[src/rtl/timing_gen.sv]
// Master timing generator: clock-phase strobes, 7-stage Johnson bit-time
// counter, one-hot phase counter and HOLD/STEP control.
module timing_gen #(
    parameter int TPW = 8
) (
    input  logic CLK,
    input  logic RESET,
    input  logic HOLD,
    input  logic STEP,
    output logic V1,
    output logic V4MOD7,
    output logic W3,
    output logic X4,
    output logic Y1,
    output logic Y3,
    output logic Z5,
    output logic Z7,
    output logic XN,
    output logic ZN,
    output logic G1V,
    output logic G2V,
    output logic G3V,
    output logic G4V,
    output logic G5V,
    output logic G6V,
    output logic G7V,
    output logic G1VN,
    output logic G2VN,
    output logic G3VN,
    output logic G4VN,
    output logic G5VN,
    output logic G6VN,
    output logic G7VN,
    output logic PAV,
    output logic PBV,
    output logic PCV,
    output logic PAVN,
    output logic PBVN,
    output logic PCVN,
    output logic CYC_END,
    output logic HELD
);

    localparam int SW = $clog2(TPW);
    localparam logic [SW-1:0] SUB_LAST = SW'(TPW - 1);

    typedef enum logic [1:0] {S_RUN, S_HELD, S_STEP} state_t;

    state_t        state, state_n;
    logic [SW-1:0] sub, sub_n;   // tick within sub-phase window
    logic [2:0]    win, win_n;   // window V,W,X,Y,Z = 0..4
    logic [6:0]    g, g_n;       // g[0] = G1 .. g[6] = G7
    logic [2:0]    ph, ph_n;     // {PC,PB,PA} one-hot
    logic          last_sub, last_bt, last_ph, cyc_last, advance;

    // End-of-interval detection on the current counter position
    always_comb begin
        last_sub = (sub == SUB_LAST);
        last_bt  = last_sub && (win == 3'd4);
        last_ph  = last_bt && (g == 7'b1000000);
        cyc_last = last_ph && ph[2];
    end

    // Control FSM next state; counters move unless staying frozen in HELD
    always_comb begin
        state_n = state;
        case (state)
            S_RUN:   if (cyc_last && HOLD) state_n = S_HELD;
            S_HELD: begin
                if (!HOLD)     state_n = S_RUN;
                else if (STEP) state_n = S_STEP;
            end
            S_STEP:  if (cyc_last) state_n = HOLD ? S_HELD : S_RUN;
            default: state_n = S_RUN;
        endcase
        advance = (state != S_HELD) || (state_n != S_HELD);
    end

    // Next counter values
    always_comb begin
        sub_n = sub;
        win_n = win;
        g_n   = g;
        ph_n  = ph;
        if (advance) begin
            sub_n = last_sub ? '0 : sub + 1'b1;
            if (last_sub) win_n = (win == 3'd4) ? 3'd0 : win + 3'd1;
            if (last_bt)  g_n   = {g[5:0], ~g[6]};
            if (last_ph)  ph_n  = {ph[1:0], ph[2]};
        end
    end

    // State and counter registers
    always_ff @(posedge CLK) begin
        if (RESET) begin
            state <= S_RUN;
            sub   <= '0;
            win   <= '0;
            g     <= '0;
            ph    <= 3'b001;
        end else begin
            state <= state_n;
            sub   <= sub_n;
            win   <= win_n;
            g     <= g_n;
            ph    <= ph_n;
        end
    end

    // Registered strobes decoded from the counter position being entered,
    // so each strobe is high in the same cycle the counter sits at its tick
    always_ff @(posedge CLK) begin
        if (RESET) begin
            {V1, V4MOD7, W3, X4, Y1, Y3, Z5, Z7} <= '0;
            XN      <= 1'b1;
            ZN      <= 1'b1;
            CYC_END <= 1'b0;
            HELD    <= 1'b0;
        end else begin
            V1      <= (win_n == 3'd0) && (sub_n == SW'(1));
            V4MOD7  <= (win_n == 3'd0) && (sub_n == SW'(4));
            W3      <= (win_n == 3'd1) && (sub_n == SW'(3));
            X4      <= (win_n == 3'd2) && (sub_n == SW'(4));
            Y1      <= (win_n == 3'd3) && (sub_n == SW'(1));
            Y3      <= (win_n == 3'd3) && (sub_n == SW'(3));
            Z5      <= (win_n == 3'd4) && (sub_n == SW'(5));
            Z7      <= (win_n == 3'd4) && (sub_n == SW'(7));
            XN      <= (win_n != 3'd2);
            ZN      <= (win_n != 3'd4);
            CYC_END <= (sub_n == SUB_LAST) && (win_n == 3'd4) &&
                       (g_n == 7'b1000000) && ph_n[2];
            HELD    <= (state_n == S_HELD);
        end
    end

    assign {G7V, G6V, G5V, G4V, G3V, G2V, G1V}        = g;
    assign {G7VN, G6VN, G5VN, G4VN, G3VN, G2VN, G1VN} = ~g;
    assign {PCV, PBV, PAV}                             = ph;
    assign {PCVN, PBVN, PAVN}                          = ~ph;

endmodule
[config.mk]
export PLATFORM = sky130hd
export DESIGN_NAME = timing_gen
export DESIGN_NICKNAME = d
export VERILOG_FILES = /design/src/rtl/timing_gen.sv
export SDC_FILE = /design/constraint.sdc
export NUM_CORES = 1
export LEC_CHECK = 0
export CORE_UTILIZATION = 36
export CTS_BUF_LIST = sky130_fd_sc_hd__clkbuf_4
export CTS_CLUSTER_DIAMETER = 200
export DETAILED_ROUTE_END_ITERATION = 10
export PLACE_DENSITY = 0.59
export SLEW_MARGIN = 20
export SYNTH_ARGS = -nofsm -noshare
export SYNTH_HDL_FRONTEND = slang
export SYNTH_SLANG_ARGS = --single-unit
[constraint.sdc]
create_clock -name CLK -period 2.55 [get_ports CLK]
set_input_delay 0.6375 -clock CLK [delete_from_list [all_inputs] [get_ports CLK]]
set_output_delay 0.6375 -clock CLK [all_outputs]
set_load 0.02 [all_outputs]
# Yosys cells after proc, flatten, opt, wreduce, memory -nomap -nowiden
# Cells that the tools add are included.
[word_totals] mem_count=0 mem_bits_rw=0 rom_bits=0 latchBits=0 regBits=30
[classes] n_eq_ne=20 mul=0 n_lt_le_gt_ge=0 addsub=2 shift=0 reduce_logical=18 n_mux=15 div=0 n_bitwise=3
[op_table] op="$mux W3" n=7
[op_table] op="$eq A3 B3 Y1 const B" n=6
[op_table] op="$eq A7 B7 Y1 const B" n=2
[op_table] op="$logic_and A1 B1 Y1" n=14
[op_table] op="$mux W7" n=2
[op_table] op="$eq A3 B2 Y1 const B" n=3
[op_table] op="$mux W2" n=4
[op_table] op="$not A7 Y7" n=1
[op_table] op="$add A3 B1 Y3 const B" n=2
[op_table] op="$eq A3 B1 Y1 const B" n=2
[op_table] op="$pmux W2 S3" n=1
[op_table] op="$eq A2 B1 Y1 const B" n=2
[op_table] op="$ne A2 B1 Y1 const B" n=2
[op_table] op="$logic_not A3 Y1" n=1
[op_table] op="$ne A3 B2 Y1 const B" n=1
[op_table] op="$ne A3 B3 Y1 const B" n=1
[op_table] op="$not A3 Y3" n=1
[op_table] op="$eq A2 B2 Y1 const B" n=1
[op_table] op="$logic_not A2 Y1" n=1
[op_table] op="$reduce_and A2 Y1" n=1
[op_table] op="$logic_or A1 B1 Y1" n=1
[op_table] op="$mux W1" n=1
[op_table] op="$not A1 Y1" n=1

# Depth between registers and ports, before layout
# Gate-level depths: netlist of run 1.
[depth] ltp_word=14 ltp_mapped=8 depth_no_buf=6

# Least setup slack after synthesis of run 1
# Ideal clock, no wire load.
[synth_timing] path_kind="reg-to-reg" startpoint="reg sub[0]" endpoint="reg ph[0]" arrival_time_ns=1.800 synth_period_minus_slack_ns=1.919 path_stages_with_launch=9 slack_ns=0.631 setup_ns=0.120 required_time_ns=2.430 cell_sequence="dfxtp_1 > ha_1 > ha_1 > buf_6 > nand3_1 > nand2b_4 > buf_6 > or3_4 > a211o_1"
[synth_between] elab_chain_cells=10 elab_cells_between_ends=11 classes_between="eq/ne: 2; mux: 3; reduce/logical: 6"
[synth_lines] element="start, declared" line="50" rtl="logic [SW-1:0] sub, sub_n;"
[synth_lines] element="start signal, assigned" line="103" rtl="sub <= sub_n;"
[synth_lines] element="$eq A3 B3 Y1 *" line="58" rtl="last_sub = (sub == SUB_LAST);"
[synth_lines] element="$logic_and A1 B1 Y1 *" line="59" rtl="last_bt = last_sub && (win == 3'd4);"
[synth_lines] element="$logic_and A1 B1 Y1 *" line="60" rtl="last_ph = last_bt && (g == 7'b1000000);"
[synth_lines] element="$logic_and A1 B1 Y1" line="61" rtl="cyc_last = last_ph && ph[2];"
[synth_lines] element="$logic_and A1 B1 Y1" line="68" rtl="S_RUN: if (cyc_last && HOLD) state_n = S_HELD;"
[synth_lines] element="$mux W2" line="68"
[synth_lines] element="$pmux W2 S3" line="67" rtl="case (state)"
[synth_lines] element="$ne A2 B1 Y1" line="76" rtl="advance = (state != S_HELD) || (state_n != S_HELD);"
[synth_lines] element="$logic_or A1 B1 Y1" line="76"
[synth_lines] element="$reduce_and A2 Y1 (no source line) *"
[synth_lines] element="end signal, assigned" line="106" rtl="ph <= ph_n;"
[synth_lines] element="end, declared" line="53" rtl="logic [2:0] ph, ph_n;"
# Every way passes the cells marked *; elsewhere a longest branch is shown, timed or not.
# A chain may end at the register's enable or synchronous reset.

# Final worst setup path of run 1
# Same ends and word-level chain as after synthesis.

==> results by group, run 1 <==
Outcome
  – Status: completed

Detailed routing
  – Vias per cell: around 5
  – Drt pass-1 iters: 4
  – Vias: 1,223
  – Starting DRT DRC Count: 80
  – Drt wl/cell: ~13 µm
  – Post-route DRC violation count: 0
  – Routed WL: approximately 3200 µm
  – Final ANT Viol Nets: 0

Critical path
  – Critical Path Start Type: flop
  – Worst-path fanout max: 10
  – CP Buf/Inv Count: 0
  – Critical-path cell list: ha_1, ha_1, nand3_1, nand2b_4, or3_4, a211o_1
  – Most used cell, CP: ha_1
  – CP endpoint kind: flop
  – Critical path arrival: about 2400 ps
  – Delay-heaviest family, CP: simple AND/OR/NAND/NOR gates
  – CP max-delay cell: dfxtp_1
  – Setup Crit Path Kind: flop to flop
  – Crit-path max cell delay: 430 ps
  – CP required: between 2000 and 3000 ps

Timing
  – FMAX: between 400 and 500 MHz
  – RSZ-0062 raised after global routing: false
  – Fin Setup TNS: 0 ps
  – Max-slew violation count: 0
  – Post-layout min period: between 2000 and 2500 ps
  – Endpoints failing setup: 0
  – Relative slew slack: 0.724
  – Period utilisation layout: 0.836
  – Hold Fails Final Rpt: 0
  – Tightest Pin Transition: roughly 400 ps
  – Min Hold Slack: about 510 ps
  – Worst Skew: roughly 7.4 ps

Power and ir drop
  – PwrDens: about 430 mW/mm²
  – Power Total: between 0.8 and 0.9 mW
  – Switch share: 0.238
  – Cell leakage power: between 0.7 and 0.8 nW
  – Worst vdd ir: around 0.00021 V
  – Pint: between 0.6 and 0.7 mW
  – Comb power frac: 0.074
  – NetSw: 0.193 mW
  – Clock group share of total power: 0.334
  – Sequential power share: 0.592

Synth
  – Yosys warnings: 0
  – Syn Nets: 166
  – Synth top area cells: dfxtp_1 (41%), mux2i_1 (5.5%), nand2_1 (4.6%), a21oi_1 (3.8%), ha_1 (3.4%)
  – Area fraction of the dominant cell type after synthesis: 0.413
  – Syn Area/Cell: roughly 9.2 µm²
  – Syn Std Cell Area: 0.00146 mm²
  – Asr flop ratio synth: 0
  – Leading area contributor after synthesis: dfxtp_1
  – Top FF cell, synth: dfxtp_1
  – Most common cell in the netlist: dfxtp_1
  – Synthesis-stage register bit count: 30
  – Commonest cells post-synth: dfxtp_1 (30), nand2_1 (18), inv_1 (12)
  – Register area share after synthesis: 0.413
  – Post-synth EDFFs: 0
  – Synth cell types: 42
  – Post-synthesis cell count: ~160

Clocking
  – Reg clk slew, reported paths: 100 ps
  – Inserted Clock Buffers: 5
  – CTS max path bufs: 2
  – Setup Fix Bufs, Post-CTS: 0
  – H-tree depth: 2
  – CTS tree: built
  – Clock Tree Root: clkbuf_4
  – CTS resizes: 0
  – Clock sink count: 30
  – Hold-fix buffers at CTS: 0
  – Skew-Pair Late Insertion Delay: 320 ps

Run
  – Max Cap Viol: 0

Floorplan
  – Ports: 36
  – Initial Util: 0.386
  – Die boundary height: 65.6 µm
  – Die W: ~66 µm
  – # rows: 22
  – Die ar.: between 0.004 and 0.005 mm²
  – Core ar.: between 0.003 and 0.004 mm²

GRT
  – Largest net degree at the start of global routing: 26
  – Total global-route track usage: 0.167
  – First-pass GRT wire length: around 5400 µm
  – Initial antenna violation count: 0
  – GRT overflow: 0
  – Number of global-route vias before repair: about 1,200

Placement
  – GP Congestion: slightly below 0.8
  – HPWL after DPL: between 2000 and 2500 µm
  – Port Buffers: 35

Min path
  – Hold Crit Class: flop to flop

Cells and area
  – # diodes: 0
  – Final #Nets: between 200 and 250
  – Final Util: 0.502
  – Multi-input gate area: around 750 µm²
  – Reg area: roughly 600 µm²
  – Share of cells above drive strength 1: 0.112
  – Area grow syn2layout: 30.2%
  – Total of fill cells in the finished design: between 300 and 400
[logic make-up (layout without fill, tap and decap cells)]
kind of cell,count (synthesis),count (layout),share of synthesized area
AO/OA/AOI/OAI,19,19,0.0800
XOR/XNOR,1,1,0.00602
adder cells (fa/ha/maj),4,4,0.0344
multiplexers,12,12,0.0877
flip-flops,30,30,0.413
buffers and inverters,21,60,0.0714
AND/OR/NAND/NOR,71,71,0.308
[state kept, by name, indices dropped and copies added, names as in the netlist, 2 cells and up]
name / cells
win: 3
ph: 3
g: 7
state: 2
sub: 3
[worst reg2reg max path, delay by kind of cell (launching register included)]
family	cells	cell delay (ps)
AND/OR/NAND/NOR	3	720
adder cells (fa/ha/maj)	2	590
flip-flops	1	430
AO/OA/AOI/OAI	1	300
[per-stage QoR]
| stage | cell area (µm²) | worst slack [ps] | instances |
|---|---|---|---|
| after floorplan | 1460 | 631 | 158 |
| after global placement | 1840 | 162 | 237 |
| after detailed placement | 1840 | 100 | 237 |
| after CTS | 1890 | 417 | 245 |
| after global routing | 1890 | 263 | 245 |
| final | 1890 | 419 | 245 |
[per-layer routing]
layer,track usage,part of all wire,up-vias
met1,0.211,0.48,580
met3,0.0573,0.031,2
li1,-,-,624
met2,0.265,0.48,17
met5,0,0,-
met4,0.0489,0.0072,0
[layout make-up]
| type | instances | share of cell area |
|---|---|---|
| Timing Repair Buffer | 39 | 0.201 |
| Clock inverter | 2 | 0.00462 |
| Tap cell | 48 | 0.0317 |
| Sequential cell | 30 | 0.317 |
| Multi-Input combinational cell | 107 | 0.396 |
| Inverter | 13 | 0.0258 |
| Clock buffer | 6 | 0.0238 |
[placed cells by master, fill, tap and decap left out, types with 3 or more instances in the layout]
cell	count
clkbuf_4	6
ha_1	4
nand2_1	18
dfxtp_1	30
nor4_1	6
clkdlybuf4s50_1	35
nor2_1	8
a211oi_1	3
inv_1	12
buf_4	4
mux2i_1	8
mux2_2	3
nor3_1	5
a21oi_1	11
nand2b_1	8
[power groups by stage]
stage / logic [mW] / registers, mW / clock network, mW
2_1_floorplan: 0.0380 / 0.493 / 0
3_3_place_gp: 0.0573 / 0.490 / 0
3_5_place_dp: 0.0594 / 0.491 / 0
4_1_cts: 0.0598 / 0.480 / 0.281
5_1_grt: 0.0654 / 0.481 / 0.308
6_report: 0.0599 / 0.480 / 0.271
[final timing paths]
check	endpoint	start	cells past startpoint	slack [ps]
worst max-delay path	ph[0]$_SDFFE_PP1P_	sub[0]$_SDFF_PP0_	6	420
worst min register to register	g[6]$_SDFF_PP0_	g[6]$_SDFF_PP0_	2	510
worst max register to register	ph[0]$_SDFFE_PP1P_	sub[0]$_SDFF_PP0_	6	420
worst min-delay path	g[6]$_SDFF_PP0_	g[6]$_SDFF_PP0_	2	510
No activity file was read; power rests on OpenSTA's default activity.
==> inputs of run 2 (changes only) <==
- PLACE_DENSITY: 0.59 -> 0.62
- clock period: 2.55 -> 1.72 ns (I/O delays scaled with it)
==> results by group, run 2 (synthesis gave the netlist of run 1 again) <==
Outcome
  – Status: completed

Timing
  – RSZ-0062 raised after global routing: true
  – Post-layout min period: 1690 ps (-436 ps)
  – Relative slew slack: 0.758 (+0.0345)
  – FMAX: 590 MHz (+26%)
  – Worst Skew: 10.3 ps (+2.91 ps)
  – Hold Fails Final Rpt: 0 (unchanged)
  – Min Hold Slack: 504 ps (-5.82 ps)
  – Period utilisation layout: 0.985 (+0.150)
  – Endpoints failing setup: 0 (unchanged)
  – Tightest Pin Transition: 353 ps (-50.3 ps)
  – Max-slew violation count: 0 (unchanged)

Detailed routing
  – Drt wl/cell: 13.0 µm (-0.67%)
  – Vias per cell: 5.01 (+0.32%)
  – Routed WL: 3440 µm (+7.0%)
  – Final ANT Viol Nets: 0 (unchanged)
  – Post-route DRC violation count: 0 (unchanged)
  – Starting DRT DRC Count: 75 (-6.3%)
  – Vias: 1,322 (+8.1%)
  – Drt pass-1 iters: 4 (unchanged)

GRT
  – Initial antenna violation count: 0 (unchanged)
  – GRT overflow: 0 (unchanged)
  – Number of global-route vias before repair: 1,330 (+11%)
  – First-pass GRT wire length: 5840 µm (+8.3%)
  – Total global-route track usage: 0.181 (+0.0141)
  – Largest net degree at the start of global routing: 12 (-54%)

Floorplan
  – # rows: 22 (unchanged)
  – Initial Util: 0.386 (unchanged)
  – Die ar.: 0.00430 mm² (unchanged)
  – Die boundary height: 65.6 µm (unchanged)
  – Ports: 36 (unchanged)
  – Core ar.: 0.00377 mm² (unchanged)
  – Die W: 65.6 µm (unchanged)

Cells and area
  – Share of cells above drive strength 1: 0.292 (+0.180)
  – Highest-count cells in the layout ignoring fill and taps: dlygate4sd2_1 (23), dfxtp_1 (21), buf_4 (21)
  – Largest Register: g
  – Final Util: 0.570 (+0.0680)
  – Final #Nets: 223 (+9.3%)
  – Commonest non-fill, non-tap cell in the layout: dlygate4sd2_1
  – # diodes: 0 (unchanged)
  – Max reg flops: 7 (unchanged)
  – Area grow syn2layout: 47.8%

Min path
  – Hold Crit Class: flop to flop
  – Hold Path Depth: 2 (unchanged)

Clocking
  – Skew-Pair Late Insertion Delay: 330 ps (about the same)
  – Clock sink count: 30 (unchanged)
  – CTS max path bufs: 2 (unchanged)
  – Reg clk slew, reported paths: 90 ps (about the same)
  – CTS tree: built
  – Clock Tree Root: clkbuf_4
  – Hold-fix buffers at CTS: 0 (unchanged)
  – Inserted Clock Buffers: 5 (unchanged)
  – H-tree depth: 2 (unchanged)

Critical path
  – Worst flop-to-flop path endpoint: ph[0]$_SDFFE_PP1P_
  – CP endpoint kind: flop
  – Flop2flop setup slack: 30 ps (-390 ps)
  – Worst-path fanout max: 4 (-6)
  – Critical Path Start Type: flop
  – Setup Crit Path Kind: flop to flop
  – CP required: 1940 ps (-830 ps)
  – Worst r2r src: sub[1]$_SDFF_PP0_
  – Crit path capture: ph[0]$_SDFFE_PP1P_
  – Worst Reg-to-Reg Cells: 7 (+1)
  – Critical path arrival: 1920 ps (-430 ps)
  – Setup crit start: sub[1]$_SDFF_PP0_

Placement
  – GP Congestion: 0.802 (+4.2%)
  – HPWL after DPL: 2580 µm (+8.3%)
  – Port Buffers: 35 (unchanged)

Power and ir drop
  – PwrDens: 582 mW/mm² (+36%)
  – Worst vdd ir: 0.000349 V (+64%)
  – Cell leakage power: 0.890 nW (+26%)

Run
  – Max Cap Viol: 0 (unchanged)
==> run 2: cell count changes in the layout (fill, tap and decap cells not counted), sizes merged <==
| cell | previous run | this run |
|---|---|---|
| dlygate4sd2 | 0 | 23 |
| dlymetal6s2s | 0 | 5 |
| clkdlybuf4s50 | 35 | 7 |
| buf | 4 | 23 |
==> run 2: power by group <==
| part | total [mW] | switching [mW] | internal [mW] |
|---|---|---|---|
| Combinational | 0.130 | 0.0583 | 0.0721 |
| Clock | 0.408 | 0.240 | 0.169 |
| Sequential | 0.712 | 0.00830 | 0.704 |
==> run 2: what timing repair did <==
| item | in CTS | in global routing |
|---|---|---|
| setup endpoints to repair | 39 | 14 |
| pin swaps | 5 | 2 |
| buffers inserted | 1 | 1 |
| resized for setup | 34 | 14 |
| endpoints found under the hold margin | 0 | 0 |
==> run 2: worst max-delay path, cell delays in order, from the launching register on <==
cell and delay, ps:
dfxtp_2 370, ha_4 140, ha_4 160, buf_12 110, nand3_4 50, nand2b_4 150, or3_4 350, a211o_1 260
==> run 2: how the worst min path moves through the flow <==
stage | startpoint | endpoint | slack [ps]
finish | g[2]$_SDFF_PP0_ | g[3]$_SDFF_PP0_ | 500
global route | g[2]$_SDFF_PP0_ | g[2]$_SDFF_PP0_ | 530
CTS | g[2]$_SDFF_PP0_ | g[3]$_SDFF_PP0_ | 510
detailed placement | g[6]$_SDFF_PP0_ | g[6]$_SDFF_PP0_ | 500
global placement | g[6]$_SDFF_PP0_ | g[6]$_SDFF_PP0_ | 490
floorplan | state[1]$_SDFF_PP0_ | state[1]$_SDFF_PP0_ | 490
==> run 2: stage by stage <==
stage | std cells | setup slack (ps) | TNS [ps] | power, mW | cell area, µm²
6_report | 264 | 25.6 | 0 | 1.25 | 2150
3_3_place_gp | 254 | -427 | -7930 | 0.845 | 2010
4_1_cts | 263 | -7.01 | -7.01 | 1.26 | 2100
2_1_floorplan | 158 | -71.1 | -210 | 0.797 | 1490
3_5_place_dp | 254 | -534 | -9660 | 0.848 | 2010
5_1_grt | 264 | -30.3 | -65.1 | 1.31 | 2150
==> run 2: cell type report <==
type | instances | area [µm²]
Inverter | 13 | 48.8
Clock inverter | 2 | 8.76
Timing Repair Buffer | 58 | 523
Sequential cell | 30 | 614
Clock buffer | 6 | 45.0
Multi-Input combinational cell | 107 | 851
Fill cell | 339 | 1620
Tap cell | 48 | 60.1
==> run 2: layer usage <==
| layer | vias to the layer above | global-route usage | routed length (µm) | part of all wire |
|---|---|---|---|---|
| met5 | - | 0 | 0 | 0 |
| met4 | 0 | 0.0788 | 63 | 0.018 |
| met3 | 5 | 0.0556 | 141 | 0.041 |
| met2 | 33 | 0.311 | 1690 | 0.49 |
| met1 | 623 | 0.204 | 1540 | 0.45 |
| li1 | 661 | - | - | - |
